## config.mk

```make
export PLATFORM = sky130hd
export DESIGN_NAME = instr_encoder
export DESIGN_NICKNAME = d
export VERILOG_FILES = /design/src/rtl/arm_enc_pkg.sv /design/src/rtl/enc_word.sv /design/src/rtl/instr_encoder.sv
export SDC_FILE = /design/constraint.sdc
export NUM_CORES = 1
export LEC_CHECK = 0
export CORE_UTILIZATION = 46
export CTS_BUF_LIST = sky130_fd_sc_hd__clkbuf_4 sky130_fd_sc_hd__clkbuf_8
export CTS_CLUSTER_DIAMETER = 200
export CTS_CLUSTER_SIZE = 14
export DETAILED_ROUTE_END_ITERATION = 8
export GPL_TIMING_DRIVEN = 0
export PLACE_DENSITY = 0.95
export SYNTH_ARGS = -nofsm -noshare
export SYNTH_HDL_FRONTEND = slang
export SYNTH_SLANG_ARGS = --single-unit
```

## constraint.sdc

```tcl
create_clock -name clk -period 3.9 [get_ports clk]
set_input_delay 0.78 -clock clk [delete_from_list [all_inputs] [get_ports clk]]
set_output_delay 0.78 -clock clk [all_outputs]
set_load 0.005 [all_outputs]
```

## src/rtl/arm_enc_pkg.sv

```systemverilog
// Shared encodings for the instruction encoder: op/cmd codes, FSM states, memory depth.
package arm_enc_pkg;

   typedef enum logic [1:0] {
      OP_DP  = 2'b00,
      OP_MEM = 2'b01,
      OP_BR  = 2'b10
   } op_e;

   localparam logic [3:0] CMD_AND = 4'b0000;
   localparam logic [3:0] CMD_EOR = 4'b0001;
   localparam logic [3:0] CMD_SUB = 4'b0010;
   localparam logic [3:0] CMD_ADD = 4'b0100;
   localparam logic [3:0] CMD_ORR = 4'b1100;

   typedef enum logic [1:0] {
      ST_IDLE   = 2'b00,
      ST_STREAM = 2'b01,
      ST_DONE   = 2'b10
   } state_e;

   localparam int IMEM_DEPTH = 64;
   localparam int ADDR_W     = 6;

endpackage

```

## src/rtl/enc_word.sv

```systemverilog
// Combinational field packer and legality check; zero latency, no flow control.
// ENC_XOR_EN: when defined, data-processing cmd EOR is accepted as legal.
module enc_word
   import arm_enc_pkg::*;
(
   input  logic [3:0]  cond,
   input  logic [1:0]  op,
   input  logic [5:0]  funct,
   input  logic [3:0]  rn,
   input  logic [3:0]  rd,
   input  logic [11:0] src2,
   input  logic [23:0] imm24,
   output logic [31:0] word,
   output logic        legal
);

   always_comb begin
      word  = {cond, op, funct, rn, rd, src2};
      legal = 1'b0;
      case (op)
         OP_DP: begin
            case (funct[4:1])
               CMD_ADD, CMD_SUB, CMD_AND, CMD_ORR: legal = 1'b1;
`ifdef ENC_XOR_EN
               CMD_EOR: legal = 1'b1;
`endif
               default: legal = 1'b0;
            endcase
         end
         OP_MEM: legal = 1'b1;
         OP_BR: begin
            // Branches keep only the two link/flag bits of funct; rn/rd/src2 are replaced by the offset.
            word  = {cond, 2'b10, funct[5:4], imm24};
            legal = 1'b1;
         end
         default: legal = 1'b0;
      endcase
   end

endmodule

```

## src/rtl/instr_encoder.sv

```systemverilog
// Streams field descriptors into 32-bit words written to IMEM one cycle after acceptance.
// in_ready is high only in STREAM; ENC_XOR_EN enables EOR via enc_word.
module instr_encoder
   import arm_enc_pkg::*;
(
   input  logic        clk,
   input  logic        reset,
   input  logic        start,
   input  logic        in_valid,
   output logic        in_ready,
   input  logic        in_last,
   input  logic [3:0]  in_cond,
   input  logic [1:0]  in_op,
   input  logic [5:0]  in_funct,
   input  logic [3:0]  in_rn,
   input  logic [3:0]  in_rd,
   input  logic [11:0] in_src2,
   input  logic [23:0] in_imm24,
   output logic        imem_we,
   output logic [5:0]  imem_addr,
   output logic [31:0] imem_wd,
   output logic        done,
   output logic        full,
   output logic [6:0]  word_count,
   output logic [7:0]  err_count
);

   localparam logic [6:0] LAST_CNT = 7'(IMEM_DEPTH - 1);

   state_e      state_q, state_d;
   logic        imem_we_q, imem_we_d;
   logic [5:0]  imem_addr_q, imem_addr_d;
   logic [31:0] imem_wd_q, imem_wd_d;
   logic [6:0]  word_count_q, word_count_d;
   logic [7:0]  err_count_q, err_count_d;
   logic        full_q, full_d;

   logic [31:0] enc_dat;
   logic        enc_legal;

   enc_word u_enc_word (
      .cond  (in_cond),
      .op    (in_op),
      .funct (in_funct),
      .rn    (in_rn),
      .rd    (in_rd),
      .src2  (in_src2),
      .imm24 (in_imm24),
      .word  (enc_dat),
      .legal (enc_legal)
   );

   always_comb begin
      state_d      = state_q;
      imem_we_d    = 1'b0;
      imem_addr_d  = imem_addr_q;
      imem_wd_d    = imem_wd_q;
      word_count_d = word_count_q;
      err_count_d  = err_count_q;
      full_d       = full_q;
      case (state_q)
         ST_IDLE, ST_DONE: begin
            if (start) begin
               state_d      = ST_STREAM;
               imem_addr_d  = '0;
               word_count_d = '0;
               err_count_d  = '0;
               full_d       = 1'b0;
            end
         end
         ST_STREAM: begin
            if (in_valid) begin
               if (enc_legal) begin
                  // word_count doubles as the next write address; it never reaches 64 while streaming.
                  imem_we_d    = 1'b1;
                  imem_wd_d    = enc_dat;
                  imem_addr_d  = word_count_q[5:0];
                  word_count_d = word_count_q + 7'd1;
                  if (word_count_q == LAST_CNT) begin
                     full_d  = 1'b1;
                     state_d = ST_DONE;
                  end
               end else if (err_count_q != 8'hFF) begin
                  err_count_d = err_count_q + 8'd1;
               end
               if (in_last) state_d = ST_DONE;
            end
         end
         default: state_d = ST_IDLE;
      endcase
   end

   always_ff @(posedge clk) begin
      if (reset) begin
         state_q      <= ST_IDLE;
         imem_we_q    <= 1'b0;
         imem_addr_q  <= '0;
         imem_wd_q    <= '0;
         word_count_q <= '0;
         err_count_q  <= '0;
         full_q       <= 1'b0;
      end else begin
         state_q      <= state_d;
         imem_we_q    <= imem_we_d;
         imem_addr_q  <= imem_addr_d;
         imem_wd_q    <= imem_wd_d;
         word_count_q <= word_count_d;
         err_count_q  <= err_count_d;
         full_q       <= full_d;
      end
   end

   assign in_ready   = (state_q == ST_STREAM);
   assign done       = (state_q == ST_DONE);
   assign imem_we    = imem_we_q;
   assign imem_addr  = imem_addr_q;
   assign imem_wd    = imem_wd_q;
   assign word_count = word_count_q;
   assign err_count  = err_count_q;
   assign full       = full_q;

endmodule
```

==> flow_metrics.tcl <==
set metrics [dict create \
    cts.sinks 57 \
    yosysUniqueCellTypes 37 \
    finalNonFillerCells 496 \
    setup_slack_ps 906 \
    ir_drop_uv 226 \
    fmax_mhz 334 \
    drive_gt1_share_pct 5.87 \
    final.period_utilization_pct 76.8 \
    cts_resized 0 \
    syn2layout_area_growth_pct 55.6 \
    final_core_util_pct 76.0 \
    avgRoutedWirePerCell_um 15.1 \
    maxCapViolations 0 \
    dpl-instance-area_um2 3790 \
    clockBufferDepth 2 \
    fin_area_um2 3960 \
    synthCells 295 \
    dieArea_um2 5830 \
    wl_met3_um 347 \
    drv_slew 0 \
    worstMarginPinSlew_ps 782 \
    syn-cell-area_um2 2540 \
    arrival_ps 2210 \
    firstDrtPassIters 4 \
    cts_tree "built" \
    cts_hold_buf 0 \
    endpoint_kind "output pin" \
    antenna_cells 0 \
    status "completed" \
    drc 0 \
    highest_layer "met4" \
    die_x_um 76.4 \
    fin_crit_ps 2990 \
    worstPathMaxFanout 10 \
    whs_ps 457 \
    grt_max_degree 11 \
    nFillCells 386 \
    dpl.hpwl_mm 5.54 \
    fp.dieH_um 76.4 \
    nets 488 \
    grt_pass1_wl_mm 12.0 \
    synth_seq_cells 57 \
    htree_levels 3 \
    total_power_mw 1.29 \
    min_path_type "flop to flop" \
    leakage_nw 1.39 \
    vias_per_cell 5.31 \
    multi_input_comb_area_um2 1300 \
    antenna_found_initial 0 \
    initial_core_util_pct 48.9 \
    setup.worst_path.class "flop to output pin" \
    numPortBuffers 116 \
    cp-start-kind "flop" \
    avgSynthCellArea_um2 8.62 \
    insertion_delay_ps 330 \
    fin_skew_ps 9.68 \
    via_count 2632 \
    cts_setup_buffers 0 \
    wl_met2_mm 3.80 \
    powerDensity_nw_per_um2 327 \
    rsz0062_at_grt "no" \
    grt_pass1_vias 2601 \
    postRouteAntennaNets 0 \
    clk_pin_slew_worst_paths_ps 60 \
    dp.cells 481 \
    place_congestion 0.816 \
    post-place-ws_ps 756 \
    r2r_slack_ps 1960 \
    grt.total_usage_pct 26.2 \
    finalHoldViolCount 0 \
    finalSetupViolations 0 \
    core_um2 5200 \
    num_rows 26 \
    ios 118 \
    drtIter0Drc 124 \
    globalRoute.totalOverflow 0 \
    wl_met1_mm 3.16 \
    yosysWarnings 0 \
    cts_buffers 9 \
    finalWirelength_mm 7.49 \
    critPathRequiredTime_ps 3120 \
    ys_seq_area_share_pct 44.9 \
    relSlewSlack_pct 47.9 \
    register_area_um2 1140 \
    root_buffer "clkbuf_8" \
    setup_tns_ps 0 \
    synth_fp_nets 361 \
]
## metal layers
| metal | up-vias | GRT usage (%) |
|---|---|---|
| li1 | 1301 | - |
| met1 | 1236 | 29.8 |
| met2 | 80 | 46.8 |
| met3 | 15 | 5.39 |
| met4 | 0 | 12.1 |
| met5 | - | 0 |
## cells in the mapped netlist (all sizes together)
library cell | number | area share (%)
nand4 | 2 | 0.49
o21ai | 7 | 1.4
and4 | 1 | 0.34
nor2b | 3 | 0.74
o31a | 1 | 0.39
nand2 | 32 | 4.7
o21a | 1 | 0.30
and2b | 1 | 0.30
dfxtp | 57 | 45
ha | 5 | 2.5
nor3 | 8 | 1.6
clkbuf | 12 | 1.8
or4 | 1 | 0.44
a41oi | 1 | 0.34
o32ai | 1 | 0.34
a21o | 2 | 0.59
a21boi | 1 | 0.30
nand3 | 16 | 3.3
inv | 6 | 0.89
a211oi | 24 | 7.1
and3 | 1 | 0.25
a21oi | 29 | 5.7
nor3b | 1 | 0.30
xor2 | 1 | 0.34
a311oi | 1 | 0.34
nand2b | 1 | 0.25
mux2i | 25 | 9.8
a31oi | 2 | 0.49
buf | 5 | 1.3
or2 | 1 | 0.25
xnor2 | 5 | 1.7
nor2 | 37 | 5.6
or3 | 4 | 0.98
## where the power goes
group | switching [mW] | internal, mW
Combinational | 0.0936 | 0.119
Clock | 0.224 | 0.247
Sequential | 0.0103 | 0.599
## final cells by class
type / count / area share [%]
flip-flops and latches: 57 / 28.8
plain buffers: 17 / 1.99
clock inverters: 4 / 0.506
repair buffers: 116 / 29.3
inverters: 6 / 0.569
well taps: 70 / 2.21
multi-input cells: 215 / 32.9
clock buffers: 11 / 3.67
## critical path, cell delays in order, from the launching register on
cell             delay (ps)
dfxtp_1                 360
nor2b_1                 310
buf_4                   240
clkbuf_1                380
clkdlybuf4s50_1         590
## registers in the layout, indices dropped and copies added, names as in the netlist
register    count
word_count      7
imem_addr       6
imem_wd        32
state_q         2
full            1
imem_we         1
err_count       8
## layout by cell type (no fill, tap or decap), types with 2 or more instances in the layout
cell type | synthesis | layout
clkdlybuf4s50_1 | 0 | 116
dfxtp_1 | 57 | 57
nor2_1 | 36 | 36
nand2_1 | 32 | 32
a21oi_1 | 29 | 29
mux2i_1 | 25 | 25
a211oi_1 | 24 | 24
nand3_1 | 15 | 15
clkbuf_1 | 12 | 12
clkbuf_8 | 0 | 10
nor3_1 | 8 | 8
o21ai_0 | 7 | 7
inv_1 | 6 | 6
xnor2_1 | 5 | 5
ha_1 | 5 | 5
or3_1 | 4 | 4
clkinv_2 | 0 | 4
nor2b_1 | 3 | 3
buf_2 | 3 | 3
a21o_1 | 2 | 2
a31oi_1 | 2 | 2
nand4_1 | 2 | 2
## worst paths after layout
path	start	endpoint	cells past startpoint
min reg2reg	imem_wd[28]$_SDFFE_PP0P_	imem_wd[28]$_SDFFE_PP0P_	2
max	state_q[0]$_SDFFE_PP0P_	in_ready	4
min	imem_wd[28]$_SDFFE_PP0P_	imem_wd[28]$_SDFFE_PP0P_	2
max reg2reg	state_q[0]$_SDFFE_PP0P_	imem_wd[30]$_SDFFE_PP0P_	6
## cell families after synthesis
kind of cell,after synthesis,synth area share [%]
flip-flops,57,44.9
buffers and inverters,23,3.98
adder cells (fa/ha/maj),5,2.46
XOR/XNOR,6,2.07
AND/OR/NAND/NOR,109,19.5
AO/OA/AOI/OAI,70,17.3
multiplexers,25,9.84
(Power assumes the default switching activity.)
